File: config.mk
export PLATFORM = sky130hd
export DESIGN_NAME = mem_access_unit
export DESIGN_NICKNAME = d
export VERILOG_FILES = /design/src/rtl/mem_access_unit.sv
export SDC_FILE = /design/constraint.sdc
export NUM_CORES = 1
export LEC_CHECK = 0
export CORE_MARGIN = 5
export CORE_UTILIZATION = 30
export DETAILED_ROUTE_END_ITERATION = 8
export HOLD_SLACK_MARGIN = 0.03
export SLEW_MARGIN = 20
export SYNTH_ARGS = -nofsm -noshare
export SYNTH_HDL_FRONTEND = slang
export SYNTH_SLANG_ARGS = --single-unit
File: constraint.sdc
create_clock -name clk -period 2.45 [get_ports clk]
set_input_delay 0.3675 -clock clk [delete_from_list [all_inputs] [get_ports clk]]
set_output_delay 0.3675 -clock clk [all_outputs]
set_load 0.005 [all_outputs]
File: src/rtl/mem_access_unit.sv
// RV32I load/store/fetch access unit: formats byte/half/word accesses onto a
// synchronous-read RAM or a variable-latency I/O port and reports faults.
module mem_access_unit #(
  parameter int          RAM_WORDS  = 1024,
  parameter logic [31:0] IO_BASE    = 32'h0000_2000,
  parameter int          IO_TIMEOUT = 255,
  localparam int         RAW        = $clog2(RAM_WORDS)
) (
  input  logic            clk,
  input  logic            reset,
  input  logic            MemRead,
  input  logic            MemWrite,
  input  logic            IorD,
  input  logic [2:0]      funct3,
  input  logic [31:0]     addr,
  input  logic [31:0]     wdata,
  output logic [31:0]     rdata,
  output logic            busy,
  output logic            done,
  output logic            fault,
  output logic [1:0]      fault_code,
  output logic            ram_en,
  output logic [3:0]      ram_we,
  output logic [RAW-1:0]  ram_addr,
  output logic [31:0]     ram_wdata,
  input  logic [31:0]     ram_rdata,
  output logic            io_en,
  output logic            io_we,
  output logic [31:0]     io_addr,
  output logic [31:0]     io_wdata,
  input  logic [31:0]     io_rdata,
  input  logic            io_ready,
  output logic [2:0]      state_dbg
);

  // Handshake: a request (MemRead|MemWrite) is taken only while busy is low;
  // it completes with exactly one done pulse, after which busy falls and the
  // next request may be presented. Requests seen while busy are dropped.
  typedef enum logic [2:0] {
    S_IDLE    = 3'd0,
    S_ACCESS  = 3'd1,
    S_RD_CAP  = 3'd2,
    S_IO_WAIT = 3'd3,
    S_DONE    = 3'd4
  } state_t;

  state_t      state;
  logic [1:0]  addr_lo_q;
  logic [2:0]  f3_q;
  logic        wr_q;
  logic [7:0]  io_cnt;

  logic        req_wr;
  logic [2:0]  eff_f3;
  logic        is_io;
  logic        illegal;
  logic        misaligned;
  logic [3:0]  st_we;
  logic [31:0] st_wd;
  logic [31:0] ld_shift;
  logic [31:0] ld_data;

  assign busy      = (state != S_IDLE);
  assign state_dbg = state;
  assign req_wr    = MemWrite;
  // Instruction fetches are always whole-word reads regardless of funct3.
  assign eff_f3    = IorD ? funct3 : 3'b010;
  assign is_io     = (addr >= IO_BASE);

  always_comb begin
    illegal    = 1'b0;
    misaligned = 1'b0;
    if (req_wr) illegal = (eff_f3 >= 3'b011);
    else        illegal = (eff_f3 == 3'b011) || (eff_f3[2:1] == 2'b11);
    if (is_io && (eff_f3 != 3'b010)) illegal = 1'b1;
    if (eff_f3[1:0] == 2'b01 && addr[0])           misaligned = 1'b1;
    if (eff_f3[1:0] == 2'b10 && addr[1:0] != 2'b00) misaligned = 1'b1;
  end

  always_comb begin
    st_we = 4'b1111;
    st_wd = wdata;
    case (eff_f3[1:0])
      2'b00: begin
        st_we = 4'b0001 << addr[1:0];
        st_wd = {4{wdata[7:0]}};
      end
      2'b01: begin
        st_we = 4'b0011 << {addr[1], 1'b0};
        st_wd = {2{wdata[15:0]}};
      end
      default: begin
        st_we = 4'b1111;
        st_wd = wdata;
      end
    endcase
  end

  always_comb begin
    ld_shift = ram_rdata >> {addr_lo_q, 3'b000};
    ld_data  = ram_rdata;
    case (f3_q)
      3'b000:  ld_data = {{24{ld_shift[7]}}, ld_shift[7:0]};
      3'b100:  ld_data = {24'd0, ld_shift[7:0]};
      3'b001:  ld_data = {{16{ld_shift[15]}}, ld_shift[15:0]};
      3'b101:  ld_data = {16'd0, ld_shift[15:0]};
      default: ld_data = ram_rdata;
    endcase
  end

  always_ff @(posedge clk) begin
    if (reset) begin
      state      <= S_IDLE;
      addr_lo_q  <= 2'b00;
      f3_q       <= 3'b000;
      wr_q       <= 1'b0;
      io_cnt     <= 8'd0;
      rdata      <= 32'd0;
      done       <= 1'b0;
      fault      <= 1'b0;
      fault_code <= 2'b00;
      ram_en     <= 1'b0;
      ram_we     <= 4'b0000;
      ram_addr   <= '0;
      ram_wdata  <= 32'd0;
      io_en      <= 1'b0;
      io_we      <= 1'b0;
      io_addr    <= 32'd0;
      io_wdata   <= 32'd0;
    end else begin
      case (state)
        S_IDLE: begin
          if (MemWrite || MemRead) begin
            addr_lo_q <= addr[1:0];
            f3_q      <= eff_f3;
            wr_q      <= req_wr;
            if (illegal || misaligned) begin
              done       <= 1'b1;
              fault      <= 1'b1;
              fault_code <= illegal ? 2'b10 : 2'b01;
              state      <= S_DONE;
            end else if (is_io) begin
              io_en    <= 1'b1;
              io_we    <= req_wr;
              io_addr  <= addr;
              io_wdata <= wdata;
              io_cnt   <= 8'd0;
              state    <= S_IO_WAIT;
            end else begin
              ram_en    <= 1'b1;
              ram_we    <= req_wr ? st_we : 4'b0000;
              ram_addr  <= addr[RAW+1:2];
              ram_wdata <= st_wd;
              state     <= S_ACCESS;
            end
          end
        end
        S_ACCESS: begin
          ram_en <= 1'b0;
          ram_we <= 4'b0000;
          if (wr_q) begin
            done  <= 1'b1;
            state <= S_DONE;
          end else begin
            state <= S_RD_CAP;
          end
        end
        S_RD_CAP: begin
          rdata <= ld_data;
          done  <= 1'b1;
          state <= S_DONE;
        end
        S_IO_WAIT: begin
          if (io_ready) begin
            if (!wr_q) rdata <= io_rdata;
            io_en <= 1'b0;
            io_we <= 1'b0;
            done  <= 1'b1;
            state <= S_DONE;
          end else if (io_cnt == 8'(IO_TIMEOUT - 1)) begin
            io_en      <= 1'b0;
            io_we      <= 1'b0;
            done       <= 1'b1;
            fault      <= 1'b1;
            fault_code <= 2'b11;
            state      <= S_DONE;
          end else begin
            io_cnt <= io_cnt + 8'd1;
          end
        end
        S_DONE: begin
          done       <= 1'b0;
          fault      <= 1'b0;
          fault_code <= 2'b00;
          state      <= S_IDLE;
        end
        default: state <= S_IDLE;
      endcase
    end
  end

endmodule

# Word level (Yosys, flattened, before mapping)
# Index checks and enable logic that the tools add are counted.
dict set report word_totals {
  register_bits 166
  out_inout_bits 153
  wordCells 133
  input_bits 137
}
dict set report op_classes {
  n_reduce_logical 26
  eq_ne 25
  mux 57
  n_shift 3
  n_bitwise 2
  order_cmp 2
  addsub 1
}
# op count
set ops {}
lappend ops {{one-hot mux 32 bit (2 select lines)} 2}
lappend ops {{one-hot mux 32 bit (4 select lines)} 1}
lappend ops {{two-way mux 32 bit} 2}
lappend ops {{two-way mux 8 bit} 5}
lappend ops {{>= comparator 32 x 14 -> 1 bit, second input constant} 1}
lappend ops {{>> shifter 32 x 5 -> 16 bit} 1}
lappend ops {{inequality test 2 bit, second input constant} 11}
lappend ops {{two-way mux 1 bit} 21}
lappend ops {{two-way mux 3 bit} 6}
lappend ops {{two-way mux 4 bit} 4}
lappend ops {{one-hot mux 4 bit (2 select lines)} 2}
lappend ops {{one-hot mux 8 bit (2 select lines)} 1}
lappend ops {{AND reduction 5 bit} 3}
lappend ops {{two-way mux 2 bit} 6}
lappend ops {{one-hot mux 3 bit (4 select lines)} 1}
lappend ops {{AND reduction 4 bit} 3}
lappend ops {{equality test 3 x 2 -> 1 bit, second input constant} 3}
lappend ops {{equality test 3 bit, second input constant} 3}
lappend ops {{adder 8 x 1 -> 8 bit, second input constant} 1}
lappend ops {{equality test 8 bit, second input constant} 1}
lappend ops {{nonzero test 2 bit} 4}
lappend ops {{equality test 3 x 1 -> 1 bit, second input constant} 2}
lappend ops {{logical NOT 3 bit} 2}
lappend ops {{one-hot mux 1 bit (2 select lines)} 3}
lappend ops {{other kinds (19)} 27}

# Longest topological paths before layout
# Gate-level depths: netlist of the first run.
dict set report logic_depth {
  ltp_word 9
  ltp_mapped 9
}

# Worst setup path before layout of the first run
# OpenSTA, ideal clock, no wires.
dict set report synth_path {
  kind {in2reg}
  start {in addr[13]}
  end {reg ram_addr[0]}
  arrival_ps 1881
  slack_ps 442
  cell_stages 8
  path_buffers 2
  path_cell_list {nor4_1 -> nand3_1 -> or2_1 -> a2111oi_4 -> buf_4 -> buf_6 -> mux2i_1 -> nor2_1}
}
dict set report synth_between {
  elab_chain_len 6
  elab_cells_between_ends 7
}
# item line_no
set synth_rtl {}
lappend synth_rtl {{start, declared} 15} ;# input logic [31:0] addr,
lappend synth_rtl {{>= comparator 32 x 14 -> 1 bit *} 68} ;# assign is_io = (addr >= IO_BASE);
lappend synth_rtl {{logical AND 1 bit} 75} ;# if (is_io && (eff_f3 != 3'b010)) illegal = 1'b1;
lappend synth_rtl {{two-way mux 1 bit} 75}
lappend synth_rtl {{logical OR 1 bit} 137} ;# if (illegal || misaligned) begin
lappend synth_rtl {{inverter 1 bit (no source line)} --}
lappend synth_rtl {{AND reduction 4 bit (no source line) *} --}
lappend synth_rtl {{end signal, assigned} 152} ;# ram_addr <= addr[RAW+1:2];
lappend synth_rtl {{end, declared} 24} ;# output logic [RAW-1:0] ram_addr,
# Every way passes the cells marked *; elsewhere a longest branch is shown, timed or not.
# A chain may end at the register's enable or synchronous reset.

# Final worst setup path of the first run
dict set report layout_path {
  start {reg state[0], in the netlist state_dbg[0]}
  end {out busy}
}
dict set report layout_between {
  elab_chain_len 1
}
# item line_no
set layout_rtl {}
lappend layout_rtl {{start, declared} 47} ;# state_t state;
lappend layout_rtl {{start signal, assigned} 113} ;# state <= S_IDLE;
lappend layout_rtl {{start signal, assigned} 141} ;# state <= S_DONE;
lappend layout_rtl {{start signal, assigned} 148} ;# state <= S_IO_WAIT;
lappend layout_rtl {{nonzero test 3 bit} 63} ;# assign busy = (state != S_IDLE);
lappend layout_rtl {{end, declared} 18} ;# output logic busy,
# No other way between the ends.

==> impl_metrics.ini, run 1 <==
[status]
status = finished clean

[min_path]
hp-class = in -> reg

[placement]
dp_hpwl_mm = 20.57
place_congestion = 0.8511
dp.cells = 1499
placed_cell_area_mm2 = 0.01079
port_buffers = 289

[route]
wl_per_cell_um = 18.03
drt-initial-drc-count = 519
num_vias = 7571
antenna_left = 0
drtPass1Iterations = 5
via_per_inst = 4.945
routed_wl_mm = 27.60
drc = 0

[worst_setup_path]
cp.required_ns = 2.08
critPathKind = reg -> out
crit_path_end_kind = output pin
start_kind = register
path_max_fanout = 7
cp_data_arrival_time_ns = 1.82

[global_route]
antenna_found_initial = 0
grt_pass1_wl_mm = 41.30
grt_pass1_vias = 7305
grt_usage_pct = 19.35
grt_max_degree = 59
gr-total-overflow = 0

[floorplan]
die_height_um = 165.4
coreArea_mm2 = 0.02361
die_area_mm2 = 0.02736
die_x_um = 165.4
row_count = 56
start_util_pct = 30.68
io_pins = 290

[timing]
rsz0062_at_grt = false
hold_viol = 0
finalCriticalPeriod_ns = 2.189
fin_crit_sh_pct = 89.36
finClkSkew_ns = 0.01340
worstMarginPinSlew_ns = 0.6498
maxSlewViolCount = 0
setup_viol = 0
slew_headroom_pct = 56.68
fmax_mhz = 456.8

[power_and_ir_drop]
combPwrFrac_pct = 16.9
switching_share_pct = 28.83
internal_power_mw = 4.736
p_clk_share_pct = 40.2
irDropWorstVdd_uv = 490.5
p_seq_share_pct = 42.9
p_per_area_mw_per_mm2 = 585.2
p_sw_mw = 1.919
p_leak_nw = 3.924

[clock_tree]
tritoncts = done
clk_path_buf_depth = 2
postCtsSetupBuffers = 0
clk_latency_ns = 0.43
cts-root-buf = clkbuf_16
numCtsBuffers = 17
htree_levels = 4
numClockSinks = 166
clkSlewWorstSetupHoldPaths_ns = 0.08

[yosys]
synth_seq_area_share_pct = 45.87
synth_area_mm2 = 0.007244
yosys_register_bits = 166
yosysWarnings = 0
synth_fp_nets = 1041
synth_ff_type = dfxtp_1
synthCells = 902
synth_enable_flop_cells = 0
avgSynthCellArea_um2 = 8.032
yosysUniqueCellTypes = 51
synthArstFlopShare_pct = 0

[cells_and_area]
drive_gt1_share_pct = 8.828
layout.cells.non_filler = 1531
nNetsFinal = 1338
area_growth_syn_to_layout_pct = 56.98
antenna_cells = 0
design_area_mm2 = 0.01137

[flow_run]
max-cap-violations = 0
## state kept, by name, summed over array words and instances, names as in the netlist, 2 cells and up
name / flops
io_addr: 32
fault_code: 2
io_wdata: 32
f3_q: 3
io_cnt: 8
ram_wdata: 32
state_dbg: 3
addr_lo_q: 2
ram_addr: 10
rdata: 32
ram_we: 4
## cells by family (layout without fill, tap and decap cells)
| group | Yosys count | after routing | synth area share [%] |
|---|---|---|---|
| AO/OA/AOI/OAI | 237 | 237 | 20.79 |
| adder cells (fa/ha/maj) | 2 | 2 | 0.3454 |
| multiplexers | 53 | 53 | 7.427 |
| AND/OR/NAND/NOR | 362 | 362 | 20.55 |
| flip-flops | 166 | 166 | 45.87 |
| XOR/XNOR | 6 | 6 | 0.7254 |
| buffers and inverters | 76 | 386 | 4.283 |
## power by group through the flow
stage	sequential, mW	clock, mW	combinational, mW
6_report	2.85	2.67	1.13
5_1_grt	2.87	2.88	1.23
2_1_floorplan	2.91	0	0.477
3_3_place_gp	2.91	0	1.13
4_1_cts	2.85	2.76	1.14
3_5_place_dp	2.92	0	1.13
## per-stage QoR
stage / TNS, ns / hold slack [ns] / total power [mW] / setup WS [ns] / utilization, %
after global routing: 0 / 0.3763 / 6.977 / 0.05032 / 48.16
final: 0 / 0.3751 / 6.655 / 0.2608 / 48.16
after global placement: -8.103 / 0.4189 / 4.043 / -0.1733 / 45.71
after detailed placement: -7.550 / 0.4197 / 4.047 / -0.1817 / 45.71
after floorplan: 0 / 0.4250 / 3.383 / 0.4419 / -
after CTS: 0 / 0.3605 / 6.754 / 0.2233 / 48.16
## worst max-delay path: stages, from the launching register on
cell and delay, ns:
dfxtp_1 0.40, nor3_4 0.35, inv_1 0.17, clkdlybuf4s50_1 0.47
## metal layers
| metal | track usage, % | part of all wire (%) |
|---|---|---|
| met5 | 0 | 0 |
| met4 | 7.162 | 2.8 |
| met3 | 6.875 | 9.4 |
| met2 | 32.41 | 46 |
| met1 | 22.83 | 41 |
## final cells by class
| cell class | count | area (um2) |
|---|---|---|
| Fill cell | 2312 | 12240 |
| Tap cell | 319 | 399.1 |
| Clock buffer | 17 | 425.4 |
| Multi-Input combinational cell | 660 | 3623 |
| Inverter | 8 | 30.03 |
| Timing Repair Buffer | 346 | 3418 |
| Sequential cell | 166 | 3323 |
| Clock inverter | 15 | 152.6 |
## layout by cell type, fill, tap and decap left out, drive strengths merged, types with 3 or more instances in the layout
master and n:
o21a 3, nand3 6, clkbuf 17, nand3b 4, a221oi 17, o21ai 45, o311ai 4, a31oi 7
nor2b 6, o2bb2ai 3, mux2 6, clkinv 5, o211ai 19, nor2 78, a22oi 9, a2111oi 4
mux2i 47, nand2b 11, inv 16, nor3 10, xor2 4, nor4 4, dfxtp 166, nand2 235
a311oi 16, a211oi 5, clkdlybuf4s50 288, buf 58, a21oi 99
## path summary, 6_finish.rpt
| check | depth (start not counted) | slack [ns] | startpoint | to |
|---|---|---|---|---|
| worst min-delay path | 2 | 0.38 | reset | f3_q[0] |
| worst max-delay path | 3 | 0.26 | state_dbg[0] | busy |
| worst max register to register | 6 | 0.38 | state_dbg[0] | fault_code[1] |
| worst min register to register | 2 | 0.43 | io_addr[1] | io_addr[1] |
## Yosys cell counts (3+ instances only)
library cell  instances  area share, %
nand2_1             235             12
dfxtp_1             166             46
a21oi_1              99            6.8
nor2_1               78            4.0
clkbuf_1             50            2.6
mux2i_1              47            6.5
o21ai_0              44            3.0
o211ai_1             19            2.0
a221oi_1             17            2.1
a311oi_1             16            1.9
nand2b_1             11           0.95
a22oi_1               9           0.93
buf_2                 8           0.55
nor3_1                8           0.55
buf_1                 7           0.36
inv_1                 7           0.36
a31oi_1               6           0.52
mux2_2                6           0.93
nand3_1               6           0.41
nor2b_1               6           0.52
a211oi_1              4           0.41
nand3b_1              4           0.41
nor4_1                4           0.35
o311ai_0              4           0.48
xor2_1                4           0.48
o21a_1                3           0.31
o2bb2ai_1             3           0.36
## repair_timing
action,in CTS,in global routing
hold buffers,0,0
gates resized for setup,0,1
setup endpoints to repair,0,1
endpoints found under the hold margin,0,0
(Power assumes the default switching activity.)
==> run 2: changes to the inputs <==
--- a/config.mk
+++ b/config.mk
@@ -7,6 +7,7 @@
 export LEC_CHECK = 0
 export CORE_MARGIN = 5
 export CORE_UTILIZATION = 30
+export CTS_CLUSTER_SIZE = 12
 export DETAILED_ROUTE_END_ITERATION = 8
 export HOLD_SLACK_MARGIN = 0.03
 export SLEW_MARGIN = 20
==> results of run 2 <==
No change in the layout: final DEF, timing and power equal those of run 1.
==> run 3: changes to the inputs <==
--- a/config.mk
+++ b/config.mk
@@ -6,10 +6,11 @@
 export NUM_CORES = 1
 export LEC_CHECK = 0
 export CORE_MARGIN = 5
-export CORE_UTILIZATION = 30
+export CORE_UTILIZATION = 40
+export CTS_BUF_LIST = sky130_fd_sc_hd__clkbuf_4
 export CTS_CLUSTER_SIZE = 12
 export DETAILED_ROUTE_END_ITERATION = 8
-export HOLD_SLACK_MARGIN = 0.03
+export PLACE_DENSITY = 0.75
 export SLEW_MARGIN = 20
 export SYNTH_ARGS = -nofsm -noshare
 export SYNTH_HDL_FRONTEND = slang
==> run 3 against run 2 <==
First-iteration DRC count fell by 33%. Sequential share of layout area up 1.4 points. Register-to-register slack lost 0.20 ns. Final area is 4.5% lower. Critical path type unchanged. Hold slack got worse by 0.15 ns.
==> impl_metrics.ini, run 3 (synthesized netlist as in run 1, its figures left out) <==
[status]
status = finished clean

[clock_tree]
clk_latency_ns = 0.55
cts_resized = 0
tritoncts = done
numClockSinks = 166
cts-root-buf = clkbuf_4
clkSlewWorstSetupHoldPaths_ns = 0.14
numCtsBuffers = 17
cts_hold_buffers = 0
clk_path_buf_depth = 2
htree_levels = 4
postCtsSetupBuffers = 0

[timing]
slew_headroom_pct = 58.40
tns_ns = 0
hold_viol = 0
setup_viol = 0
fmax_mhz = 430.9
rsz0062_at_grt = false
whs_ns = 0.2238
maxSlewViolCount = 0
finalCriticalPeriod_ns = 2.321
finClkSkew_ns = 0.01800
setup_ws_ns = 0.1293
worstMarginPinSlew_ns = 0.6231
fin_crit_sh_pct = 94.72

[placement]
dp_hpwl_mm = 18.65
dp.cells = 1396
dpl_worst_slack_ns = -0.2681
place_congestion = 0.8561
placed_cell_area_mm2 = 0.01058
port_buffers = 289

[global_route]
met3_usage_pct = 8.069
antenna_found_initial = 1
grt_pass1_vias = 7297
grt-busiest-layer = met2
grt_usage_pct = 23.12
grt_pass1_wl_mm = 38.28
gr-total-overflow = 0
grt.met2_usage_pct = 38.21
grt_use_met1_pct = 27.98
grt_max_degree = 100

[worst_setup_path]
cp_slowest_cell = clkdlybuf4s50_1
start_kind = register
path_max_fanout = 8
cp_slowest_stage_delay_ns = 0.47
cp.required_ns = 2.08
critPathKind = reg -> out
cp_data_arrival_time_ns = 1.95
crit_chain = nor3_4 -> inv_1 -> clkdlybuf4s50_1
crit_path_end_kind = output pin

[cells_and_area]
utilization_pct = 60.64
regArea_mm2 = 0.003323
fill_cells = 1621
area_growth_syn_to_layout_pct = 49.84
design_area_mm2 = 0.01086
final_cell_mix = clkdlybuf4s50_1 (288), nand2_1 (235), dfxtp_1 (166)
layout.cells.non_filler = 1430
nNetsFinal = 1327
final_common_cell = clkdlybuf4s50_1
drive_gt1_share_pct = 7.750
multiInputGateArea_mm2 = 0.003622

[floorplan]
die_x_um = 144.6
coreArea_mm2 = 0.01790
die_height_um = 144.6
row_count = 49
start_util_pct = 40.47
io_pins = 290
die_area_mm2 = 0.02090

[route]
drc = 0
wl_per_cell_um = 17.79
routed_wl_mm = 25.45
via_per_inst = 5.345
antenna_left = 0
drtPass1Iterations = 5
drt-initial-drc-count = 349
num_vias = 7644

[power_and_ir_drop]
irDropWorstVdd_uv = 336.2
p_sw_mw = 1.636
switching_share_pct = 29.63
p_seq_share_pct = 51.8
p_clk_share_pct = 27.9
p_per_area_mw_per_mm2 = 508.7
combPwrFrac_pct = 20.4
p_total_mw = 5.522
p_leak_nw = 3.712
internal_power_mw = 3.886

[flow_run]
max-cap-violations = 0

[min_path]
hp-class = in -> reg
[run 3: changes by cell type in the layout (fill, tap and decap cells not counted)]
cell        delta
bufinv_16      +1
clkbuf_4      +17
and2_1         +1
and2_2         -1
clkinv_8       -2
inv_8          -5
buf_4         -11
clkinv_1       +1
clkinvlp_4     +4
clkbuf_16     -17
diode_2        +1
[run 3: cell type report]
type                    instances  area share (%)
diodes                          1         0.02305
clock buffers                  17           1.176
clock inverters                14           1.176
inverters                       8          0.2766
multi-input cells             660           33.37
flip-flops and latches        166           30.61
well taps                     229           2.639
repair buffers                335           30.73
[run 3: worst max-delay path, delay by kind of cell, from the launching register on]
kind	cells	cell delay (ns)
and+or+nand+nor	1	0.34
buffers and inverters	2	0.63
DFF	1	0.43
[run 3: path summary, 6_finish.rpt]
kind	start	to	slack [ns]	depth (start not counted)
max	state_dbg[1]	busy	0.13	3
min	reset	state_dbg[1]	0.22	2
max reg2reg	state_dbg[1]	ram_wdata[21]	0.18	7
min reg2reg	io_addr[1]	io_addr[1]	0.44	2
[run 3: metal layers]
layer  part of all wire [%]  routed length, um
met1                     40              10170
met2                     47              11910
met3                     10               2619
met4                    3.0                752
met5                      0                  0
[run 3: power by group through the flow]
stage / clock [mW] / sequential, mW / combinational (mW)
after floorplan: 0 / 2.91 / 0.477
after global placement: 0 / 2.92 / 1.10
after detailed placement: 0 / 2.92 / 1.11
after CTS: 1.59 / 2.86 / 1.12
after global routing: 1.69 / 2.88 / 1.22
final: 1.54 / 2.86 / 1.12
